<file path="src/rtl/sprite_contact_unit.sv">
// Computes the background ROM address and detects player contact with ground blocks and slime monsters.
// It also owns the health counter and the invulnerability timer. Latency: 1 cycle to contact outputs, 2 to health. No backpressure.
module sprite_contact_unit #(
  parameter int BG_W          = 551,
  parameter int BG_H          = 401,
  parameter int N_BLK         = 8,
  parameter int N_MON         = 2,
  parameter int INVULN_CYCLES = 300000000,
  parameter int HEALTH_INIT   = 3
) (
  input  logic               clk,
  input  logic               rstn,
  input  logic [9:0]         col_addr,
  input  logic [8:0]         row_addr,
  input  logic [9:0]         x_blue,
  input  logic [8:0]         y_blue,
  input  logic [N_BLK*10-1:0] x_ground,
  input  logic [N_BLK*9-1:0]  y_ground,
  input  logic [N_MON*10-1:0] x_slim,
  input  logic [N_MON*9-1:0]  y_slim,
  input  logic [N_MON-1:0]   slim_frozen,
  output logic [18:0]        bg_addr,
  output logic [N_BLK-1:0]   touched,
  output logic [N_BLK-1:0]   iced,
  output logic [N_MON-1:0]   broken,
  output logic               hit,
  output logic [3:0]         health,
  output logic               invuln,
  output logic               dead
);

  localparam int CW = (INVULN_CYCLES > 1) ? $clog2(INVULN_CYCLES) : 1;
  localparam logic [CW-1:0] CNT_LOAD = CW'(INVULN_CYCLES - 1);

  typedef enum logic {
    ARMED = 1'b0,
    GUARD = 1'b1
  } dmg_state_t;

  // All geometry is done in 11 bits so the right/bottom edges never wrap.
  logic [10:0] xb, yb, xb_right, yb_bot, foot;
  assign xb       = {1'b0, x_blue};
  assign yb       = {2'b0, y_blue};
  assign xb_right = xb + 11'd46;
  assign yb_bot   = yb + 11'd40;
  assign foot     = yb + 11'd41;

  logic        in_bg;
  logic [18:0] bg_addr_nxt;
  assign in_bg = (11'(col_addr) <= 11'(BG_W - 1)) && (11'(row_addr) <= 11'(BG_H - 1));
  assign bg_addr_nxt = in_bg ? (19'(row_addr) * 19'(BG_W) + 19'(col_addr)) : 19'd0;

  logic [N_BLK-1:0] touched_nxt;
  logic [N_MON-1:0] broken_nxt;

  genvar i;
  generate
    for (i = 0; i < N_BLK; i++) begin : g_blk
      logic [10:0] xg, yg;
      assign xg = {1'b0, x_ground[10*i +: 10]};
      assign yg = {2'b0, y_ground[9*i +: 9]};
      // Feet must land within the top three rows of the block.
      assign touched_nxt[i] = (xb <= xg + 11'd27) && (xb_right >= xg) &&
                              (foot >= yg) && (foot <= yg + 11'd2);
    end

    for (i = 0; i < N_MON; i++) begin : g_mon
      logic [10:0] xs, ys;
      logic        overlap;
      assign xs = {1'b0, x_slim[10*i +: 10]};
      assign ys = {2'b0, y_slim[9*i +: 9]};
      assign overlap = (xb <= xs + 11'd61) && (xb_right >= xs) &&
                       (yb <= ys + 11'd35) && (yb_bot >= ys);
      assign broken_nxt[i] = overlap && !slim_frozen[i];
    end
  endgenerate

  always_ff @(posedge clk) begin
    if (!rstn) begin
      bg_addr <= '0;
      touched <= '0;
      iced    <= '0;
      broken  <= '0;
    end else begin
      bg_addr <= bg_addr_nxt;
      touched <= touched_nxt;
      iced    <= iced | touched_nxt;
      broken  <= broken_nxt;
    end
  end

  dmg_state_t    state, state_nxt;
  logic [CW-1:0] cnt, cnt_nxt;
  logic [3:0]    health_nxt;
  logic          hit_nxt;

  always_ff @(posedge clk) begin
    if (!rstn) begin
      state  <= ARMED;
      cnt    <= '0;
      health <= 4'(HEALTH_INIT);
      hit    <= 1'b0;
    end else begin
      state  <= state_nxt;
      cnt    <= cnt_nxt;
      health <= health_nxt;
      hit    <= hit_nxt;
    end
  end

  // Overlap seen while guarded is dropped, not queued for later.
  always_comb begin
    state_nxt  = state;
    cnt_nxt    = cnt;
    health_nxt = health;
    hit_nxt    = 1'b0;
    case (state)
      ARMED: begin
        if ((|broken) && (health != 4'd0)) begin
          health_nxt = health - 4'd1;
          hit_nxt    = 1'b1;
          cnt_nxt    = CNT_LOAD;
          state_nxt  = GUARD;
        end
      end
      GUARD: begin
        if (cnt == '0) begin
          state_nxt = ARMED;
        end else begin
          cnt_nxt = cnt - CW'(1);
        end
      end
    endcase
  end

  assign invuln = (state == GUARD);
  assign dead   = (health == 4'd0);

endmodule

</file>
<file path="config.mk">
export PLATFORM = sky130hd
export DESIGN_NAME = sprite_contact_unit
export DESIGN_NICKNAME = d
export VERILOG_FILES = /design/src/rtl/sprite_contact_unit.sv
export SDC_FILE = /design/constraint.sdc
export NUM_CORES = 1
export LEC_CHECK = 0
export CAP_MARGIN = 25
export CORE_MARGIN = 2
export CORE_UTILIZATION = 29
export CTS_BUF_LIST = sky130_fd_sc_hd__clkbuf_8 sky130_fd_sc_hd__clkbuf_16
export CTS_CLUSTER_SIZE = 30
export DETAILED_ROUTE_END_ITERATION = 12
export GPL_ROUTABILITY_DRIVEN = 0
export GPL_TIMING_DRIVEN = 0
export HOLD_SLACK_MARGIN = 0.08
export PLACE_DENSITY = 0.63
export SLEW_MARGIN = 25
export SYNTH_ARGS = -nofsm -noshare
export SYNTH_HDL_FRONTEND = slang
export SYNTH_SLANG_ARGS = --single-unit
</file>
<file path="constraint.sdc">
create_clock -name clk -period 5.4 [get_ports clk]
set_clock_uncertainty 0.05 [all_clocks]
set_input_delay 1.08 -clock clk [delete_from_list [all_inputs] [get_ports clk]]
set_output_delay 1.08 -clock clk [all_outputs]
set_load 0.01 [all_outputs]
</file>
Yosys cells after proc, flatten, opt, wreduce, memory -nomap -nowiden
Index checks and enable logic that the tools add are counted.

Mux-type cells: 6. $mul: 1. Equality and inequality tests: 2. Magnitude comparators: 42. $add $sub $neg: 26. Bitwise logic cells: 3. Reduce and logical (&&, ||, !) cells: 44.

Operator list (count): $ge A11 B10 Y1 (10); $le A10 B11 Y1 (10); $ge A10 B9 Y1 (10); $add A10 B5 Y11 const B (8); $add A9 B2 Y10 const B (8); $le A10 B10 Y1 (8); $mux W29 (2); $pmux W29 S2 (1); $add A9 B6 Y10 const B (4); $logic_and A1 B1 Y1 (34); $add A10 B6 Y11 const B (3); $logic_not A29 Y1 (1); $sub A29 B1 Y29 const B (1); $le A9 B10 Y1 (2); $add A19 B10 Y19 (1); $mul A9 B10 Y19 const B (1); $le A10 B10 Y1 const B (1); $le A9 B9 Y1 const B (1); $or A8 B8 Y8 (1); $reduce_and A2 Y1 (3); $logic_not A4 Y1 (1); $ne A2 B2 Y1 const B (2); $reduce_bool A4 Y1 (1); $reduce_or A2 Y1 (2); other kinds (5) (8).

Flip-flop bits (word level): 72. Bits of input ports: 232. Word-level logic and storage cells: 132. Output and inout port bits: 44.

Logic depth before layout (Yosys ltp)
Gate-level depths: netlist of the first run.

Depth in word-level cells: 6. Depth in mapped cells: 18. Mapped depth without buffers: 18.

Worst setup path before layout of the first run
Ideal clock, no wire load.

Kind: input -> register. Start point: input port row_addr[6]. End point: register bg_addr[17]. Path buffers: 0. Library setup time: 77 ps. Slack: 319 ps. Data required time: 5273 ps. Arrival time: 4953 ps. Cell stages on the path: 16. Cell sequence: fa_1 inv_1 fa_1 inv_1 ha_1 fa_1 inv_1 fa_1 inv_1 ha_1 a21oi_1 o21a_1 a2bb2oi_1 a31oi_1 or3_1 a21oi_1.

Word-level cells in the longest chain between the ends: 3. Elaborated cells on any way between the ends: 5. Classes of those cells: add/sub: 1; mul: 1; order compare: 1; reduce/logical: 2.

RTL lines: start: declaration (line 14) `input logic [8:0] row_addr,`; branches (longest 3 deep; another with $mul A9 B10 Y19); end signal: assignment (line 85) `bg_addr <= bg_addr_nxt;`; end: declaration (line 22) `output logic [18:0] bg_addr,`.

Several ways; the timed one is not identified. A chain may end at the register's enable or synchronous reset.

Final worst setup path of the first run
Start point: input port row_addr[2]. End point: register bg_addr[10].

The elaborated chain is that of the path after synthesis.

==> results.rst, run 1 <==
.. list-table::
   :header-rows: 1

   * - Metric
     - Value
   * - Run status
     - completed
   * - Vias after detailed routing
     - 16.0k
   * - Vias in the first global route
     - 16.1k
   * - Area fraction in compound gates after synthesis
     - 18.7%
   * - Most congested layer reported by global routing
     - met2
   * - Fin. Hold Viols
     - 0
   * - Kind of launch point of the worst setup path
     - input pin
   * - Number of enable flip-flop cells after synthesis
     - 0
   * - Post-Route WL
     - 53.8 mm
   * - Prevailing post-synth register cell
     - sky130_fd_sc_hd__dfxtp_1
   * - Vert. Die Dim
     - 239 um
   * - Fraction of synthesized cell area taken by the top area cell type
     - 36.5%
   * - Rows
     - 86
   * - Post-synthesis share of cell area spent on xor and xnor gates
     - 9.78%
   * - Multiplexer area fraction after synthesis
     - 0%
   * - Grt met3 use
     - 2.31%
   * - Critical-path maximum fanout
     - 7
   * - Post-detailed-placement cell area
     - 0.0200 mm^2
   * - Smallest setup slack after layout
     - 0.335 ns
   * - Final clock period utilization by the worst path
     - 93.8%
   * - Die outline width
     - 239 um
   * - Share of layout cells above drive strength 1
     - 2.93%
   * - Global routing met2 resource utilization
     - 32.1%
   * - Post-synthesis cell count
     - 2009
   * - Design Area, Final
     - 0.0204 mm^2
   * - Post-DP HPWL
     - 45.0 mm
   * - Required time at the worst-slack endpoint
     - 5.59 ns
   * - Count of max-cap constraint violations
     - 0
   * - Post-DR wirelength/cell
     - 17.8 um
   * - Number of buffers inserted by hold repair at cts
     - 0
   * - Netlist Area Pre-Place
     - 0.0160 mm^2
   * - Total overflow reported by the global router
     - 0
   * - Max-slew headroom
     - 28.8%
   * - GR Layer Usage met1
     - 23.3%
   * - Simple logic cell fraction of the synthesized area
     - 16.5%
   * - Power per standard cell area
     - 187 mW/mm^2
   * - Synthesized-area fraction occupied by adder cells
     - 39.2%
   * - Setup repair after global routing missed its margin
     - no
   * - Peak supply drop
     - 194 uV
   * - Count of endpoints failing setup in the final report
     - 0
   * - Dominant combinational cell family by area after synthesis
     - adder cells
   * - Endpoint kind of the worst setup timing path
     - register
   * - FF+latch count, synth
     - 72
   * - Highest clock rate
     - 197 MHz
   * - Total Die Area
     - 0.0572 mm^2
   * - Post-synthesis average cell area
     - 7.98 um^2
   * - Overall Global Routing Usage
     - 18.6%
   * - Avg Vias per Cell
     - 5.30
   * - Clock tree from TritonCTS
     - done
   * - Total of warnings raised by yosys
     - 0
   * - Number of antenna violations at the first check in global routing
     - 5
   * - Crit Path Class
     - input pin to register
   * - Synthesis-to-layout area growth
     - 27.1%
   * - Number of nets in the finished design
     - 3034
   * - Final max-slew violation count
     - 0
   * - Number of antenna-violating nets in the routed design
     - 0
   * - CTS clock-pin slew for the worst setup and hold paths
     - 0.07 ns
   * - Count of buffers inserted at the top-level ports
     - 275
   * - Iter 0 DRT Violations
     - 746
   * - Synth cell types
     - 63
   * - Post-synthesis async set-or-reset flop share
     - 0%
   * - Core box area
     - 0.0549 mm^2
   * - Top-level I/O count
     - 276
   * - Cts bufs inserted
     - 9
   * - Number of clock sinks
     - 72
   * - Number of buffers on the longest clock path
     - 2
   * - Hold crit path type
     - register to register
   * - Proportion of synthesized chip area in sequential cells
     - 8.99%
   * - Time the final worst path needs with I/O delays and setup
     - 5.06 ns
   * - Effective utilization at floorplan
     - 29.2%
   * - Setup TNS
     - 0 ns
   * - Leading cell types by total area after synthesis
     - sky130_fd_sc_hd__ha_1, sky130_fd_sc_hd__dfxtp_1, sky130_fd_sc_hd__xnor2_1, sky130_fd_sc_hd__inv_1, sky130_fd_sc_hd__a21oi_1
   * - H-tree levels
     - 3
   * - Initial DRT Pass Iterations
     - 5
   * - Pre-CTS worst setup slack
     - -0.873 ns
   * - Measured slew at the worst slew-check pin
     - 1.07 ns
   * - Overall power of the completed layout
     - 3.80 mW
   * - Buffer cell driving the clock tree root
     - sky130_fd_sc_hd__clkbuf_16
   * - Insertion delay to the later sink of the worst-skew pair
     - 0.37 ns
   * - Maximum number of pins on one net before global-route repair
     - 21
   * - Leading area contributor after synthesis
     - sky130_fd_sc_hd__ha_1
   * - Net count of the mapped netlist
     - 2730
   * - Worst path arrival time
     - 5.26 ns
   * - Leakage Power
     - 9.65 nW
   * - Global-route wire length before repair
     - 83.8 mm
   * - DRC viols
     - 0
[timing repair]
action,CTS,global route
setup endpoints to repair,12,15
gates resized for setup,7,14
setup buffers,0,0
[report_power, final]
group | total (mW) | internal, mW | switching, mW
Clock | 0.602 | 0.330 | 0.272
Sequential | 0.641 | 0.600 | 0.0411
Combinational | 2.56 | 1.15 | 1.41
[through the flow]
step                std cells  util, %  hold WS (ns)
floorplan                2009        -         0.422
detailed placement       3005     36.5         0.392
global route             3026     37.1         0.421
CTS                      3021     37.0         0.405
global placement         2988     35.8         0.391
finish                   3026     37.1         0.404
[logic make-up after synthesis]
| group | Yosys count |
|---|---|
| simple gates | 515 |
| fa+ha+maj | 489 |
| compound gates | 465 |
| buf+inv | 289 |
| xor+xnor | 179 |
| flops | 72 |
[Yosys cell counts, types with 29 or more instances]
master / n
sky130_fd_sc_hd__a21oi_1: 151
sky130_fd_sc_hd__nand3_1: 76
sky130_fd_sc_hd__xor2_1: 39
sky130_fd_sc_hd__nand2_1: 97
sky130_fd_sc_hd__nor2_1: 88
sky130_fd_sc_hd__ha_1: 467
sky130_fd_sc_hd__xnor2_1: 140
sky130_fd_sc_hd__a21o_1: 45
sky130_fd_sc_hd__nand4_1: 46
sky130_fd_sc_hd__a211oi_1: 29
sky130_fd_sc_hd__o21ai_0: 73
sky130_fd_sc_hd__inv_1: 275
sky130_fd_sc_hd__nor3_1: 82
sky130_fd_sc_hd__dfxtp_1: 72
[layout make-up]
class | instances | area [um^2]
antenna | 4 | 10.0
buffer | 12 | 46.3
clock buffer | 10 | 239
clock inverter | 6 | 52.6
fill | 5537 | 34500
inverter | 277 | 1040
multi-input combinational | 1648 | 13700
sequential | 72 | 1440
tap | 704 | 881
timing repair buffer | 293 | 2970
[layout by cell type, fill, tap and decap left out, drive strengths merged, types with 45 or more instances in the layout]
master / count
nor3: 82
o21ai: 84
nand2: 97
clkdlybuf4s50: 265
ha: 467
nand4: 46
nand3: 76
dfxtp: 72
a21o: 45
a21oi: 151
nor2: 88
inv: 279
xnor2: 140
[registers in the layout (all words and copies together), names as in the netlist]
name,count
cnt,29
bg_addr,19
iced,8
touched,8
health,4
broken,2
hit,1
invuln,1
[per-layer routing]
metal / wire length, um / vias up / share of wire, %
met2: 25300 / 479 / 47
li1: - / 7911 / -
met4: 2090 / 0 / 3.9
met5: 0 / - / 0
met1: 23900 / 7532 / 44
met3: 2510 / 121 / 4.7
[path summary, 6_finish.rpt]
path	start	to	slack (ns)	cells after the start
worst max-delay path	row_addr[2]	bg_addr[10]$_SDFF_PN0_	0.34	16
worst min-delay path	iced[0]$_SDFF_PN0_	iced[0]$_SDFF_PN0_	0.40	2
worst max register to register	health[0]$_SDFFE_PN1P_	cnt[23]$_SDFFE_PN0P_	2.25	8
worst min register to register	iced[0]$_SDFF_PN0_	iced[0]$_SDFF_PN0_	0.40	2
[critical path: stages]
cell and delay, ns:
sky130_fd_sc_hd__clkdlybuf4s50_1 0.62, sky130_fd_sc_hd__ha_1 0.39, sky130_fd_sc_hd__inv_1 0.05, sky130_fd_sc_hd__fa_1 0.48, sky130_fd_sc_hd__inv_1 0.06, sky130_fd_sc_hd__fa_1 0.53, sky130_fd_sc_hd__inv_1 0.06, sky130_fd_sc_hd__fa_1 0.50
sky130_fd_sc_hd__inv_1 0.05, sky130_fd_sc_hd__ha_1 0.24, sky130_fd_sc_hd__nor4_1 0.30, sky130_fd_sc_hd__o21ai_1 0.20, sky130_fd_sc_hd__a31o_2 0.28, sky130_fd_sc_hd__a21oi_1 0.17, sky130_fd_sc_hd__xor2_1 0.19, sky130_fd_sc_hd__nor2_1 0.06
Power figures use the tool's default switching activity.
==> run 2: changes to the inputs <==
==> constraint.sdc (replaced) <==
create_clock -name clk -period 5.4 [get_ports clk]
set_clock_uncertainty 0.05 [all_clocks]
set_input_delay 1.62 -clock clk [delete_from_list [all_inputs] [get_ports clk]]
set_output_delay 1.62 -clock clk [all_outputs]
set_load 0.01 [all_outputs]
==> run 2 against run 1 <==
- critical path depth grew 1
- fmax shrank 5.2%
- register-to-register slack gained 0.15 ns
- core utilization grew 0.44 points
- cell count grew 0.56%
- sequential share of layout area shrank 0.083 points
- routed wire length grew 0.28%
- total power grew 6.2%
- count of clock-buffer cells in the layout shrank 1
- design area grew 1.2%
- highest routed layer is now met5
==> results.rst, run 2 (same netlist as run 1, synthesis figures left out) <==
.. list-table::
   :header-rows: 1

   * - Metric
     - Value
   * - Cts bufs inserted
     - 9 (unchanged)
   * - Buffers and inverters on the worst path
     - 5 (unchanged)
   * - Design Area, Final
     - 0.0206 mm^2 (was 0.0204 mm^2)
   * - Hold Path End
     - iced[4]$_SDFF_PN0_ (was iced[0]$_SDFF_PN0_)
   * - Worst Setup SP
     - row_addr[7] (was row_addr[2])
   * - H-tree levels
     - 3 (unchanged)
   * - Most frequent cells in the layout
     - sky130_fd_sc_hd__ha_1, sky130_fd_sc_hd__inv_1, sky130_fd_sc_hd__clkdlybuf4s50_1, sky130_fd_sc_hd__a21oi_1, sky130_fd_sc_hd__xnor2_1 (unchanged)
   * - Terminus of the critical flop-to-flop path
     - cnt[23]$_SDFFE_PN0P_ (unchanged)
   * - Number of flip-flops in the largest register
     - 29 (unchanged)
   * - Most frequent standard cell in the layout excluding fill and tap cells
     - sky130_fd_sc_hd__ha_1 (unchanged)
   * - Cell repeated most along the worst path
     - sky130_fd_sc_hd__fa_1 (was sky130_fd_sc_hd__inv_1)
   * - Final max-slew violation count
     - 0 (unchanged)
   * - Setup repair after global routing missed its margin
     - yes (was no)
   * - End-of-flow core utilization
     - 37.5% (was 37.1%)
   * - Die outline width
     - 239 um (unchanged)
   * - Setup TNS
     - 0 ns (unchanged)
   * - Time the final worst path needs with I/O delays and setup
     - 5.34 ns (was 5.06 ns)
   * - Overall power of the completed layout
     - 4.03 mW (was 3.80 mW)
   * - Vias in the first global route
     - 16.2k (was 16.1k)
   * - Peak per-stage delay on the critical path
     - 0.53 ns (was 0.62 ns)
   * - Total overflow reported by the global router
     - 0 (unchanged)
   * - Cell depth of the worst min-delay path
     - 1 (was 2)
   * - Initial DRT Pass Iterations
     - 5 (unchanged)
   * - Number of buffers inserted by hold repair at cts
     - 0 (unchanged)
   * - CTS clock-pin slew for the worst setup and hold paths
     - 0.07 ns (about the same)
   * - Largest registers in the final layout
     - cnt (29), bg_addr (19) (unchanged)
   * - Clock tree from TritonCTS
     - done (unchanged)
   * - Worst path arrival time
     - 5.50 ns (was 5.26 ns)
   * - Post-Route WL
     - 53.9 mm (was 53.8 mm)
   * - Top-level I/O count
     - 276 (unchanged)
   * - Highest clock rate
     - 187 MHz (was 197 MHz)
   * - Hold crit path type
     - register to register (unchanged)
   * - Post-DR wirelength/cell
     - 17.7 um (was 17.8 um)
   * - Max-slew headroom
     - 26.7% (was 28.8%)
   * - Total Die Area
     - 0.0572 mm^2 (unchanged)
   * - Post-detailed-placement cell area
     - 0.0201 mm^2 (was 0.0200 mm^2)
   * - Worst-case register-to-register setup slack
     - 2.40 ns (was 2.25 ns)
   * - Share of layout cells above drive strength 1
     - 4.56% (was 2.93%)
   * - Fin. Hold Viols
     - 0 (unchanged)
   * - Post-Place Cells
     - 3004 (was 3005)
   * - Buffer cell driving the clock tree root
     - sky130_fd_sc_hd__clkbuf_16 (unchanged)
   * - Post-DP HPWL
     - 44.8 mm (was 45.0 mm)
   * - Final clock period utilization by the worst path
     - 98.9% (was 93.8%)
   * - Worst hold start
     - iced[4]$_SDFF_PN0_ (was iced[0]$_SDFF_PN0_)
   * - Cell family with the largest share of critical-path delay
     - adder cells (unchanged)
   * - Count of endpoints failing setup in the final report
     - 0 (unchanged)
   * - Effective utilization at floorplan
     - 29.2% (unchanged)
   * - Measured slew at the worst slew-check pin
     - 1.10 ns (was 1.07 ns)
   * - Number of nets in the finished design
     - 3041 (was 3034)
   * - Count of buffers inserted at the top-level ports
     - 275 (unchanged)
   * - DRC viols
     - 0 (unchanged)
   * - Crit Path Class
     - input pin to register (unchanged)
   * - Kind of launch point of the worst setup path
     - input pin (unchanged)
   * - Worst flop-to-flop path startpoint
     - health[0]$_SDFFE_PN1P_ (unchanged)
   * - Critical-path maximum fanout
     - 7 (unchanged)
   * - Overall Global Routing Usage
     - 18.5% (was 18.6%)
   * - Number of antenna violations at the first check in global routing
     - 15 (was 5)
   * - Number of clock sinks
     - 72 (unchanged)
   * - Global-route wire length before repair
     - 83.3 mm (was 83.8 mm)
   * - Synthesis-to-layout area growth
     - 28.6% (was 27.1%)
   * - Count of max-cap constraint violations
     - 0 (unchanged)
   * - Smallest setup slack after layout
     - 0.0588 ns (was 0.335 ns)
   * - Worst-case reg-to-reg path depth
     - 8 (unchanged)
   * - Core box area
     - 0.0549 mm^2 (unchanged)
   * - Worst hold slack after final layout
     - 0.404 ns (about the same)
   * - Endpoint kind of the worst setup timing path
     - register (unchanged)
   * - Number of buffers on the longest clock path
     - 2 (unchanged)
   * - Pre-CTS worst setup slack
     - -1.41 ns (was -0.873 ns)
   * - Peak supply drop
     - 191 uV (was 194 uV)
   * - Run status
     - completed (unchanged)
   * - Avg Vias per Cell
     - 5.26 (was 5.30)
   * - Vert. Die Dim
     - 239 um (unchanged)
   * - Number of antenna-violating nets in the routed design
     - 0 (unchanged)
   * - Leakage Power
     - 9.69 nW (was 9.65 nW)
   * - Final cell count without fillers
     - 3043 (was 3026)
   * - Vias after detailed routing
     - 16.0k (about the same)
   * - Most flop-heavy register
     - cnt (unchanged)
   * - Iter 0 DRT Violations
     - 815 (was 746)
   * - Required time at the worst-slack endpoint
     - 5.56 ns (was 5.59 ns)
   * - Rows
     - 86 (unchanged)
   * - Insertion delay to the later sink of the worst-skew pair
     - 0.37 ns (about the same)
   * - Power per standard cell area
     - 196 mW/mm^2 (was 187 mW/mm^2)
   * - Cell Chain, Critical Path
     - buf_4 > fa_1 > inv_1 > fa_1 > inv_2 > ha_4 > fa_1 > inv_1 > fa_1 > inv_1 > ha_4 > nand4_1 > nor2_2 > nand3_2 > a31oi_4 > o21ai_1 > nor3b_2 (was clkdlybuf4s50_1 > ha_1 > inv_1 > fa_1 > inv_1 > fa_1 > inv_1 > fa_1 > inv_1 > ha_1 > nor4_1 > o21ai_1 > a31o_2 > a21oi_1 > xor2_1 > nor2_1)
   * - Slowest stage cell, crit path
     - sky130_fd_sc_hd__fa_1 (was sky130_fd_sc_hd__clkdlybuf4s50_1)
   * - Maximum number of pins on one net before global-route repair
     - 21 (unchanged)
==> run 2: changes by cell type in the layout (fill, tap and decap cells not counted), sizes merged, moves of 3 or more <==
cell           previous run  this run
buf                      21        33
diode                     4        14
clkdlybuf4s50           265       261
dlymetal6s2s              5         2
==> run 2: worst register-to-register path: stages (launching register included) <==
cell	delay [ns]
sky130_fd_sc_hd__dfxtp_1	0.39
sky130_fd_sc_hd__inv_1	0.06
sky130_fd_sc_hd__ha_1	0.20
sky130_fd_sc_hd__nor3b_1	0.19
sky130_fd_sc_hd__nor3_1	0.73
sky130_fd_sc_hd__nor4_1	0.28
sky130_fd_sc_hd__or3_1	0.42
sky130_fd_sc_hd__or4_1	0.42
sky130_fd_sc_hd__a31oi_1	0.18
==> run 2: power by group <==
part	internal (mW)	switching [mW]	total, mW	leakage (nW)
combinational	1.25	1.48	2.72	8.95
sequential	0.600	0.0408	0.641	0.585
clock	0.405	0.264	0.670	0.161
total	2.25	1.78	4.03	9.69
==> run 2: worst max-delay path by stage <==
stage | slack, ns | endpoint | depth (start not counted)
after floorplan | 0.03 | bg_addr[17]$_SDFF_PN0_ | 16
after global placement | -1.93 | touched[4]$_SDFF_PN0_ | 13
after detailed placement | -1.41 | iced[4]$_SDFF_PN0_ | 14
after CTS | 0.01 | bg_addr[17]$_SDFF_PN0_ | 17
after global routing | -0.1 | bg_addr[15]$_SDFF_PN0_ | 17
final | 0.06 | bg_addr[15]$_SDFF_PN0_ | 17
==> run 2: area by class of cell <==
cell class	instances	area [um^2]
flip-flops and latches	72	1440
inverters	277	1040
fillers	5520	34300
plain buffers	12	46.3
clock buffers	9	225
clock inverters	7	95.1
repair buffers	300	3010
diodes	14	35.0
multi-input cells	1648	13800
well taps	704	881
==> run 2: repair_timing <==
action,CTS,global route
setup endpoints to repair,29,15
buffers inserted,4,5
resized for setup,36,43
pin swaps,3,13
==> run 2: layer usage <==
layer  vias up  routed length [um]  global-route usage (%)
met1      7551               23600                    22.6
li1       7914                   -                       -
met3       119                2170                    2.00
met5         -                  16                       0
met2       426               26300                    33.1
met4         2                1840                    7.37
==> run 3: changes to the inputs <==
--- a/config.mk
+++ b/config.mk
@@ -9,3 +9,3 @@
 export CORE_MARGIN = 2
-export CORE_UTILIZATION = 29
+export CORE_UTILIZATION = 45
 export CTS_BUF_LIST = sky130_fd_sc_hd__clkbuf_8 sky130_fd_sc_hd__clkbuf_16
@@ -16,3 +16,3 @@
 export HOLD_SLACK_MARGIN = 0.08
-export PLACE_DENSITY = 0.63
+export PLACE_DENSITY = 0.84
 export SLEW_MARGIN = 25
--- a/constraint.sdc
+++ b/constraint.sdc
@@ -4,2 +4,2 @@
 set_output_delay 1.62 -clock clk [all_outputs]
-set_load 0.01 [all_outputs]
+set_load 0.05 [all_outputs]
==> run 3 against run 2 <==
- critical path depth stayed put
- die area fell by 35%
- cell count is 8.2% lower
- routed wire length shrank 6.7%
- fmax about the same
- register-to-register slack hardly changed
- worst setup slack about the same
- combinational power up 7.7%
- count of clock-buffer cells in the layout unchanged
==> results.rst, run 3 (same netlist as run 1, synthesis figures left out) <==
.. list-table::
   :header-rows: 1

   * - Metric
     - Value
   * - Global-route wire length before repair
     - 78.0 mm (was 83.3 mm)
   * - Vert. Die Dim
     - 193 um (was 239 um)
   * - Vias in the first global route
     - 16.5k (was 16.2k)
   * - Core box area
     - 0.0353 mm^2 (was 0.0549 mm^2)
   * - Cell repeated most along the worst path
     - sky130_fd_sc_hd__inv_2 (was sky130_fd_sc_hd__fa_1)
   * - Kind of launch point of the worst setup path
     - input pin (unchanged)
   * - Rows
     - 69 (was 86)
   * - Post-DR wirelength/cell
     - 18.0 um (was 17.7 um)
   * - Fin. Hold Viols
     - 0 (unchanged)
   * - Endpoint kind of the worst setup timing path
     - register (unchanged)
   * - Peak supply drop
     - 223 uV (was 191 uV)
   * - Count of max-cap constraint violations
     - 0 (unchanged)
   * - Overall power of the completed layout
     - 4.16 mW (was 4.03 mW)
   * - H-tree levels
     - 3 (unchanged)
   * - Avg Vias per Cell
     - 5.84 (was 5.26)
   * - Buffer cell driving the clock tree root
     - sky130_fd_sc_hd__clkbuf_16 (unchanged)
   * - Share of layout cells above drive strength 1
     - 4.77% (was 4.56%)
   * - Synthesis-to-layout area growth
     - 26.5% (was 28.6%)
   * - Number of antenna violations at the first check in global routing
     - 5 (was 15)
   * - Setup repair after global routing missed its margin
     - yes (unchanged)
   * - Required time at the worst-slack endpoint
     - 5.59 ns (was 5.56 ns)
   * - Top-level I/O count
     - 276 (unchanged)
   * - Worst-case register-to-register setup slack
     - 2.40 ns (about the same)
   * - Die outline width
     - 193 um (was 239 um)
   * - CTS clock-pin slew for the worst setup and hold paths
     - 0.06 ns (was 0.07 ns)
   * - Leakage Power
     - 9.67 nW (was 9.69 nW)
   * - Cell Chain, Critical Path
     - buf_12 > fa_1 > inv_2 > fa_2 > inv_2 > ha_4 > fa_1 > inv_2 > fa_1 > inv_2 > ha_4 > nand4_1 > nor2_2 > nand3_2 > a31oi_4 > o21ai_1 > nor3b_2 (was buf_4 > fa_1 > inv_1 > fa_1 > inv_2 > ha_4 > fa_1 > inv_1 > fa_1 > inv_1 > ha_4 > nand4_1 > nor2_2 > nand3_2 > a31oi_4 > o21ai_1 > nor3b_2)
   * - Number of flip-flops in the largest register
     - 29 (unchanged)
   * - Critical-path maximum fanout
     - 7 (unchanged)
   * - Initial DRT Pass Iterations
     - 5 (unchanged)
   * - End-of-flow core utilization
     - 57.4% (was 37.5%)
   * - Most frequent cells in the layout
     - sky130_fd_sc_hd__ha_1, sky130_fd_sc_hd__inv_1, sky130_fd_sc_hd__clkdlybuf4s50_1, sky130_fd_sc_hd__a21oi_1, sky130_fd_sc_hd__xnor2_1 (unchanged)
   * - Final max-slew violation count
     - 0 (unchanged)
   * - Post-DP HPWL
     - 40.7 mm (was 44.8 mm)
   * - Slowest stage cell, crit path
     - sky130_fd_sc_hd__fa_1 (unchanged)
   * - Highest clock rate
     - 187 MHz (about the same)
   * - Maximum number of pins on one net before global-route repair
     - 21 (unchanged)
   * - Number of clock sinks
     - 72 (unchanged)
   * - Count of endpoints failing setup in the final report
     - 0 (unchanged)
   * - Count of buffers inserted at the top-level ports
     - 275 (unchanged)
   * - Overall Global Routing Usage
     - 26.3% (was 18.5%)
   * - Final clock period utilization by the worst path
     - 98.9% (about the same)
   * - Time the final worst path needs with I/O delays and setup
     - 5.34 ns (about the same)
   * - Worst path arrival time
     - 5.53 ns (was 5.50 ns)
   * - Peak per-stage delay on the critical path
     - 0.54 ns (was 0.53 ns)
   * - Crit Path Class
     - input pin to register (unchanged)
   * - Clock tree from TritonCTS
     - done (unchanged)
   * - Most flop-heavy register
     - cnt (unchanged)
   * - Vias after detailed routing
     - 16.3k (was 16.0k)
   * - Max-slew headroom
     - 29.7% (was 26.7%)
   * - Iter 0 DRT Violations
     - 805 (was 815)
   * - Hold crit path type
     - register to register (unchanged)
   * - Power per standard cell area
     - 205 mW/mm^2 (was 196 mW/mm^2)
   * - Cell family with the largest share of critical-path delay
     - adder cells (unchanged)
   * - Effective utilization at floorplan
     - 45.4% (was 29.2%)
   * - Post-Route WL
     - 50.3 mm (was 53.9 mm)
   * - DRC viols
     - 0 (unchanged)
   * - Layout filler cell count
     - 3064 (was 5520)
   * - Run status
     - completed (unchanged)
   * - Measured slew at the worst slew-check pin
     - 1.05 ns (was 1.10 ns)
   * - Buffers and inverters on the worst path
     - 5 (unchanged)
   * - Insertion delay to the later sink of the worst-skew pair
     - 0.35 ns (was 0.37 ns)
   * - Most frequent standard cell in the layout excluding fill and tap cells
     - sky130_fd_sc_hd__ha_1 (unchanged)
   * - Total overflow reported by the global router
     - 0 (unchanged)
   * - Number of nets in the finished design
     - 3044 (was 3041)
   * - Number of antenna-violating nets in the routed design
     - 0 (unchanged)
   * - Number of buffers on the longest clock path
     - 2 (unchanged)
   * - Total Die Area
     - 0.0371 mm^2 (was 0.0572 mm^2)
   * - Cts bufs inserted
     - 9 (unchanged)
   * - Largest registers in the final layout
     - cnt (29), bg_addr (19) (unchanged)
-- run 3: changes by cell type in the layout (fill, tap and decap cells not counted), sizes merged --
cell           change
diode             -10
clkinv             -3
clkinvlp           +3
bufinv             -2
clkdlybuf4s50      +2
inv                +2
buf                +1
clkdlybuf4s15      -1
dlymetal6s2s       +1
-- run 3: final timing paths --
| kind | from | end | depth (start not counted) |
|---|---|---|---|
| setup / recovery | row_addr[7] | bg_addr[15]$_SDFF_PN0_ | 17 |
| hold / removal | iced[3]$_SDFF_PN0_ | iced[3]$_SDFF_PN0_ | 1 |
| setup reg to reg | cnt[0]$_SDFFE_PN0P_ | cnt[13]$_SDFFE_PN0P_ | 9 |
| hold reg to reg | iced[3]$_SDFF_PN0_ | iced[3]$_SDFF_PN0_ | 1 |
-- run 3: where the power goes --
| group | internal, mW | switching (mW) |
|---|---|---|
| clock | 0.321 | 0.276 |
| combinational | 1.27 | 1.66 |
| sequential | 0.600 | 0.0392 |
| total | 2.19 | 1.97 |
-- run 3: worst register-to-register path, cell delays in order (launching register included) --
cell and delay (ns):
sky130_fd_sc_hd__dfxtp_1 0.36, sky130_fd_sc_hd__inv_1 0.07, sky130_fd_sc_hd__ha_1 0.20, sky130_fd_sc_hd__or4b_1 0.52
sky130_fd_sc_hd__or4_1 0.60, sky130_fd_sc_hd__o31a_1 0.33, sky130_fd_sc_hd__clkbuf_1 0.27, sky130_fd_sc_hd__nand4b_1 0.19
sky130_fd_sc_hd__xor2_1 0.18, sky130_fd_sc_hd__a21oi_1 0.09
-- run 3: per-stage QoR --
stage / hold WS, ns / cell area [um^2] / setup WS [ns] / instances / setup TNS, ns
2_1_floorplan: 0.422 / 16100 / 0.0273 / 2009 / 0
3_3_place_gp: 0.385 / 19400 / -1.34 / 2745 / -27.08
3_5_place_dp: 0.390 / 19600 / -1.06 / 2752 / -22.03
4_1_cts: 0.405 / 19900 / -0.0108 / 2769 / -0.0108
5_1_grt: 0.428 / 20300 / -0.0569 / 2792 / -0.226
6_report: 0.403 / 20300 / 0.0592 / 2793 / 0
-- run 3: area by class of cell --
cell class,instances,area (um^2),area share (%)
Multi-Input combinational cell,1648,13900,68.4
Timing Repair Buffer,303,2990,14.8
Sequential cell,72,1440,7.11
Inverter,277,1040,5.15
Tap cell,461,577,2.85
Clock buffer,9,225,1.11
Clock inverter,7,62.6,0.309
Buffer,12,46.3,0.228
Antenna cell,4,10.0,0.0494
-- run 3: timing repair --
action	4_1_cts	5_1_grt
endpoints found under the hold margin	0	0
pin swaps	11	22
gates resized for setup	38	47
hold buffers	0	0
setup endpoints to repair	29	16
buffers inserted	1	19
-- run 3: metal layers --
metal | wire (um) | GRT usage, % | vias to the layer above
li1 | - | - | 7910
met5 | 13 | 0 | -
met2 | 23300 | 44.4 | 591
met4 | 3120 | 16.2 | 2
met3 | 3470 | 4.29 | 190
met1 | 20400 | 31.0 | 7629
